$ cat src/rtl/spi_ep_router.sv
// SPI endpoint router: decodes spi_csel into a one-hot endpoint, frames start/stop,
// forwards rx bytes and prefetches the selected endpoint's next tx byte.
module spi_ep_router #(
  parameter int          NUM_EP    = 4,
  parameter logic [7:0]  IDLE_BYTE = 8'h00
) (
  input  logic                  clk,
  input  logic                  resetn,
  input  logic [7:0]            spi_csel,
  input  logic                  fe_rx_valid,
  input  logic [7:0]            fe_rx_data,
  input  logic                  fe_tx_load,
  output logic [7:0]            fe_tx_data,
  output logic [NUM_EP-1:0]     ep_sel,
  output logic [NUM_EP-1:0]     ep_start,
  output logic [NUM_EP-1:0]     ep_stop,
  output logic [NUM_EP-1:0]     ep_rx_valid,
  output logic [7:0]            ep_rx_data,
  input  logic [NUM_EP-1:0]     ep_tx_valid,
  input  logic [8*NUM_EP-1:0]   ep_tx_data,
  output logic [NUM_EP-1:0]     ep_tx_ready,
  output logic                  busy,
  output logic [7:0]            underrun_cnt,
  output logic [7:0]            drop_cnt
);

  localparam logic [7:0] MAX_SEL = 8'(NUM_EP);

  typedef enum logic [1:0] {IDLE, START, ACTIVE, STOP} state_t;

  state_t            state, state_nxt;
  logic [7:0]        sel_q;
  logic [NUM_EP-1:0] sel_oh;
  logic [NUM_EP-1:0] csel_oh;
  logic [7:0]        csel_idx;
  logic              hold_valid;
  logic [7:0]        hold;
  logic              ep_ok;
  logic              pop;
  logic              open_sel;
  logic [7:0]        tx_byte;

  function automatic logic [7:0] sat_inc(input logic [7:0] v);
    return (v == 8'hFF) ? v : v + 8'd1;
  endfunction

  // Range check on the full 8-bit select before forming the endpoint index
  always_comb begin
    csel_oh  = '0;
    csel_idx = spi_csel - 8'd1;
    if (spi_csel != 8'd0 && spi_csel <= MAX_SEL) begin
      for (int i = 0; i < NUM_EP; i++) csel_oh[i] = (csel_idx == 8'(i));
    end
  end

  always_ff @(posedge clk or negedge resetn) begin
    if (!resetn) state <= IDLE;
    else         state <= state_nxt;
  end

  always_comb begin
    state_nxt = state;
    case (state)
      IDLE:    if (spi_csel != 8'd0) state_nxt = START;
      START:   state_nxt = ACTIVE;
      ACTIVE:  if (spi_csel != sel_q) state_nxt = STOP;
      STOP:    state_nxt = IDLE;
      default: state_nxt = IDLE;
    endcase
  end

  assign open_sel = (state == IDLE) && (state_nxt == START);
  assign ep_ok    = (state == ACTIVE) && (|sel_oh);
  assign pop      = ep_ok && !hold_valid && (|(ep_tx_valid & sel_oh));
  assign ep_tx_ready = (ep_ok && !hold_valid) ? (ep_tx_valid & sel_oh) : '0;
  assign fe_tx_data  = hold_valid ? hold : IDLE_BYTE;
  assign busy        = (state != IDLE);

  always_comb begin
    tx_byte = IDLE_BYTE;
    for (int i = 0; i < NUM_EP; i++) begin
      if (sel_oh[i]) tx_byte = ep_tx_data[8*i +: 8];
    end
  end

  // Selection latch and endpoint framing strobes
  always_ff @(posedge clk or negedge resetn) begin
    if (!resetn) begin
      sel_q    <= 8'd0;
      sel_oh   <= '0;
      ep_sel   <= '0;
      ep_start <= '0;
      ep_stop  <= '0;
    end else begin
      if (open_sel) begin
        sel_q  <= spi_csel;
        sel_oh <= csel_oh;
      end
      ep_start <= open_sel ? csel_oh : '0;
      ep_stop  <= (state_nxt == STOP) ? sel_oh : '0;
      case (state_nxt)
        START:   ep_sel <= csel_oh;
        ACTIVE:  ep_sel <= sel_oh;
        default: ep_sel <= '0;
      endcase
    end
  end

  // Receive forwarding and drop/underrun accounting
  always_ff @(posedge clk or negedge resetn) begin
    if (!resetn) begin
      ep_rx_valid  <= '0;
      ep_rx_data   <= 8'd0;
      drop_cnt     <= 8'd0;
      underrun_cnt <= 8'd0;
    end else begin
      ep_rx_valid <= (fe_rx_valid && ep_ok) ? sel_oh : '0;
      if (fe_rx_valid && ep_ok)  ep_rx_data <= fe_rx_data;
      if (fe_rx_valid && !ep_ok) drop_cnt <= sat_inc(drop_cnt);
      if (fe_tx_load && ep_ok && !hold_valid) underrun_cnt <= sat_inc(underrun_cnt);
    end
  end

  // Holding register: anything left when leaving ACTIVE is discarded
  always_ff @(posedge clk or negedge resetn) begin
    if (!resetn) begin
      hold_valid <= 1'b0;
    end else if (state_nxt != ACTIVE) begin
      hold_valid <= 1'b0;
    end else if (pop) begin
      hold_valid <= 1'b1;
    end else if (fe_tx_load) begin
      hold_valid <= 1'b0;
    end
  end

  always_ff @(posedge clk) begin
    if (pop) hold <= tx_byte;
  end

endmodule

$ cat config.mk
export PLATFORM = sky130hd
export DESIGN_NAME = spi_ep_router
export DESIGN_NICKNAME = d
export VERILOG_FILES = /design/src/rtl/spi_ep_router.sv
export SDC_FILE = /design/constraint.sdc
export NUM_CORES = 1
export LEC_CHECK = 0
export CAP_MARGIN = 20
export CORE_UTILIZATION = 40
export CTS_CLUSTER_DIAMETER = 40
export DETAILED_ROUTE_END_ITERATION = 12
export PLACE_DENSITY = 0.76
export SLEW_MARGIN = 20
export SYNTH_ARGS = -nofsm -noshare
export SYNTH_HDL_FRONTEND = slang
export SYNTH_SLANG_ARGS = --single-unit
$ cat constraint.sdc
create_clock -name clk -period 2.4 [get_ports clk]
set_clock_uncertainty 0.15 [all_clocks]
set_input_delay 0.36 -clock clk [delete_from_list [all_inputs] [get_ports clk]]
set_output_delay 0.36 -clock clk [all_outputs]
set_load 0.03 [all_outputs]
==> impl_results.md <==
* Status: finished, final reports clean
* # IOs at 109
* Fmax at ~440 MHz
* Number of global-route vias before repair at about 2,500
* Final net count at ~460
* Initial Util at 41.2%
* Most frequent cells after synthesis: 55 x dfrtp_1, 21 x nand2_1, 18 x mux2_2, 18 x nor2_1, 14 x xnor2_1
* Iter 0 DRT Violations at approximately 120
* Synth Area in Adders at ~3.4%
* TritonCTS clock tree: done
* Levels on crit path at 10
* Crit path buffers/inverters at 1
* Clk Latency, worst-skew pair at around 0.33 ns
* Final hold vios at 0
* Mux share of post-synthesis cell area at roughly 7.6%
* Seq/Total Area, Yosys at a little over half
* Simple-gate share of the synthesized area at 17.2%
* Worst Hold Class: in -> reg
* Final Critical Period at approximately 2.3 ns
* EDFF count, synth at 8
* CTS buffer count at 9
* Fin Hold WS at about 0.2 ns
* Aggregate negative setup slack at 0 ns
* Netlist Area Pre-Place at approximately 3000 um2
* Cell taking the most area after synthesis: dfrtp_1
* Gr ovfl total at 0
* First-pass DRT Iterations at 4
* Critical Path Start: state[0]$_DFF_PN0_
* Antenna viol nets, final at 0
* RSZ-0062 raised after global routing: false
* CTS Buffer Depth at 2
* Vias post-DR at around 2,500
* Reg2Reg Depth at 10
* Post-route DRC at 0
* Tcrit/Tclk final at approximately 96%
* Final Instance Area at between 4000 and 5000 um2
* Gpl congestion at 0.821
* Largest net degree at the start of global routing at 30
* Final setup vio count at 0
* Crit-path cells: inv_1, ha_2, or3_1, nor3_2, a311oi_2, ha_2, nand3b_1, nor3_2, and3_1, a21o_1
* Yosys warns at 0
* Synth Instances at between 200 and 300
* Row count at 31
* Post-Syn Area per Cell at 11.2 um2
* XOR/XNOR Fraction of Synth Area at between 5 and 6%
* Leakage power at around 2.0 nW
* Clock Pin Slew Worst Setup and Hold Paths at approximately 0.070 ns
* Crit path launch type: register
* Largest family of logic cells by synthesized area: simple AND/OR/NAND/NOR gates
* Clk root buf: clkbuf_8
* Routed wire length at 7630 um
* Peak supply drop at 510 uV
* Area after DPL at 4330 um2
* Worst slew margin at roughly 56%
* Async SR Flop Fraction at between 80% and 90%
* P per Cell Area at ~860 nW/um2
* # port buffers at ~110
* Die footprint at ~7800 um2
* Core area at just over 7000 um2
* Postcts setup bufs at 0
* CP max FO at 4
* DIE WIDTH at roughly 88 um
* First-pass GRT wire length at roughly 12,000 um
* WL/cell at approximately 15 um
* CP delay by family, top: simple AND/OR/NAND/NOR gates
* Worst hold path startpoint: spi_csel[4]
* Synth Area in Compound Gates at about 9.2%
* CP peak stage delay at between 0.3 and 0.4 ns
* Crit Path Class: reg -> reg
* Clk sinks at between 60 and 70
* Die height at between 80 and 90 um
* Gr usage total at 20.4%
* Worst hold path depth at 2
* Count leader, synth: dfrtp_1
* Yosys top cell area share at between 40 and 50%
* Final number of max-transition violations at 0
* RR Startpoint: state[0]$_DFF_PN0_
* Ant diodes at 0
* Synth cell types at 46
* Slew of the pin with the lowest slew margin at 0.666 ns
* Initial antenna violation count at 0
* Worst path arrival time at between 2 and 2.5 ns
* Vias per inst at 5.08
* Slowest-stage cell, CP: or3_1
* Critical Path RT at about 2.5 ns
* Main area contributors after synthesis: dfrtp_1 46%, edfxtp_1 8.0%, mux2_2 6.8%
* Fraction of layout cells with a size suffix above 1 at 18.6%
* Layout Area Growth over Synthesis at 51.5%
* Crit end category: register
* Yosys reg bits at 63
* Synth Flop Type: dfrtp_1
* Max-cap violations at 0
* Post-DP HPWL at between 5000 and 6000 um
* Syn_nets at 330
* H-tree levels at 3
[layout by cell type (no fill, tap or decap), types with 9 or more instances in the layout]
| cell | instances |
|---|---|
| clkdlybuf4s50_1 | 101 |
| dfrtp_1 | 55 |
| buf_4 | 22 |
| nand2_1 | 20 |
| nor2_1 | 18 |
| mux2_2 | 18 |
| xnor2_1 | 14 |
| a21oi_1 | 12 |
| and2_1 | 12 |
| inv_1 | 10 |
| clkbuf_8 | 9 |
[final timing paths]
check	end	slack (ns)
setup reg to reg	sel_oh[2]$_DFFE_PN0P_	0.11
hold reg to reg	ep_rx_data[1]$_DFFE_PN0P_	0.35
hold / removal	sel_q[4]$_DFFE_PN0P_	0.20
min in group asynchronous	sel_q[4]$_DFFE_PN0P_	0.44
setup / recovery	sel_oh[2]$_DFFE_PN0P_	0.11
max in group asynchronous	sel_oh[3]$_DFFE_PN0P_	1.07
[routing by layer]
layer | track usage [%] | vias up | wire, um
met2 | 34.9 | 81 | 3970
met4 | 5.87 | 0 | 107
met1 | 25.5 | 1246 | 3210
met5 | 0 | - | 0
met3 | 5.32 | 15 | 344
li1 | - | 1207 | -
[cell type report]
class	instances	area, um2
fill	606	2730
sequential	63	1620
multi-input combinational	182	1330
timing repair buffer	132	1260
clock buffer	12	135
tap	99	124
inverter	10	37.5
clock inverter	4	21.3
[kinds of logic (layout without fill, tap and decap cells)]
kind of cell               count (synthesis)  after routing
AOI/OAI and AO/OA                         40             40
xor gates and xnor gates                  19             19
adders and majority gates                  8              8
buffers and inverters                     21            158
DFF                                       63             63
muxes                                     20             20
and+or+nand+nor                           95             95
[what timing repair did]
| item | 4_1_cts | 5_1_grt |
|---|---|---|
| resized for setup | 7 | 15 |
| gates cloned | 0 | 0 |
| hold endpoints to repair | 26 | 0 |
| hold buffers | 1 | 0 |
| endpoints found under the setup margin | 13 | 20 |
| pin swaps | 0 | 1 |
[through the flow]
stage / std cells / util [%] / power, mW / setup slack [ns]
2_1_floorplan: 266 / - / 2.43 / 0.0104
3_3_place_gp: 485 / 59.7 / 3.06 / -0.261
3_5_place_dp: 485 / 59.7 / 3.11 / -0.419
4_1_cts: 502 / 62.2 / 3.91 / 0.0161
5_1_grt: 502 / 62.4 / 4.12 / 0.00243
6_report: 502 / 62.4 / 3.90 / 0.106
[state kept, by name, summed over array words and instances, names as in the netlist, 8 cells and up]
signal        cells
sel_q             8
hold              8
underrun_cnt      8
drop_cnt          8
ep_rx_data        8
[power breakdown]
part / total (mW) / leakage [nW] / switching [mW] / internal (mW)
clock: 0.762 / 0.0844 / 0.391 / 0.371
combinational: 1.64 / 1.08 / 0.846 / 0.798
sequential: 1.49 / 0.804 / 0.187 / 1.31
(Power assumes the default switching activity.)
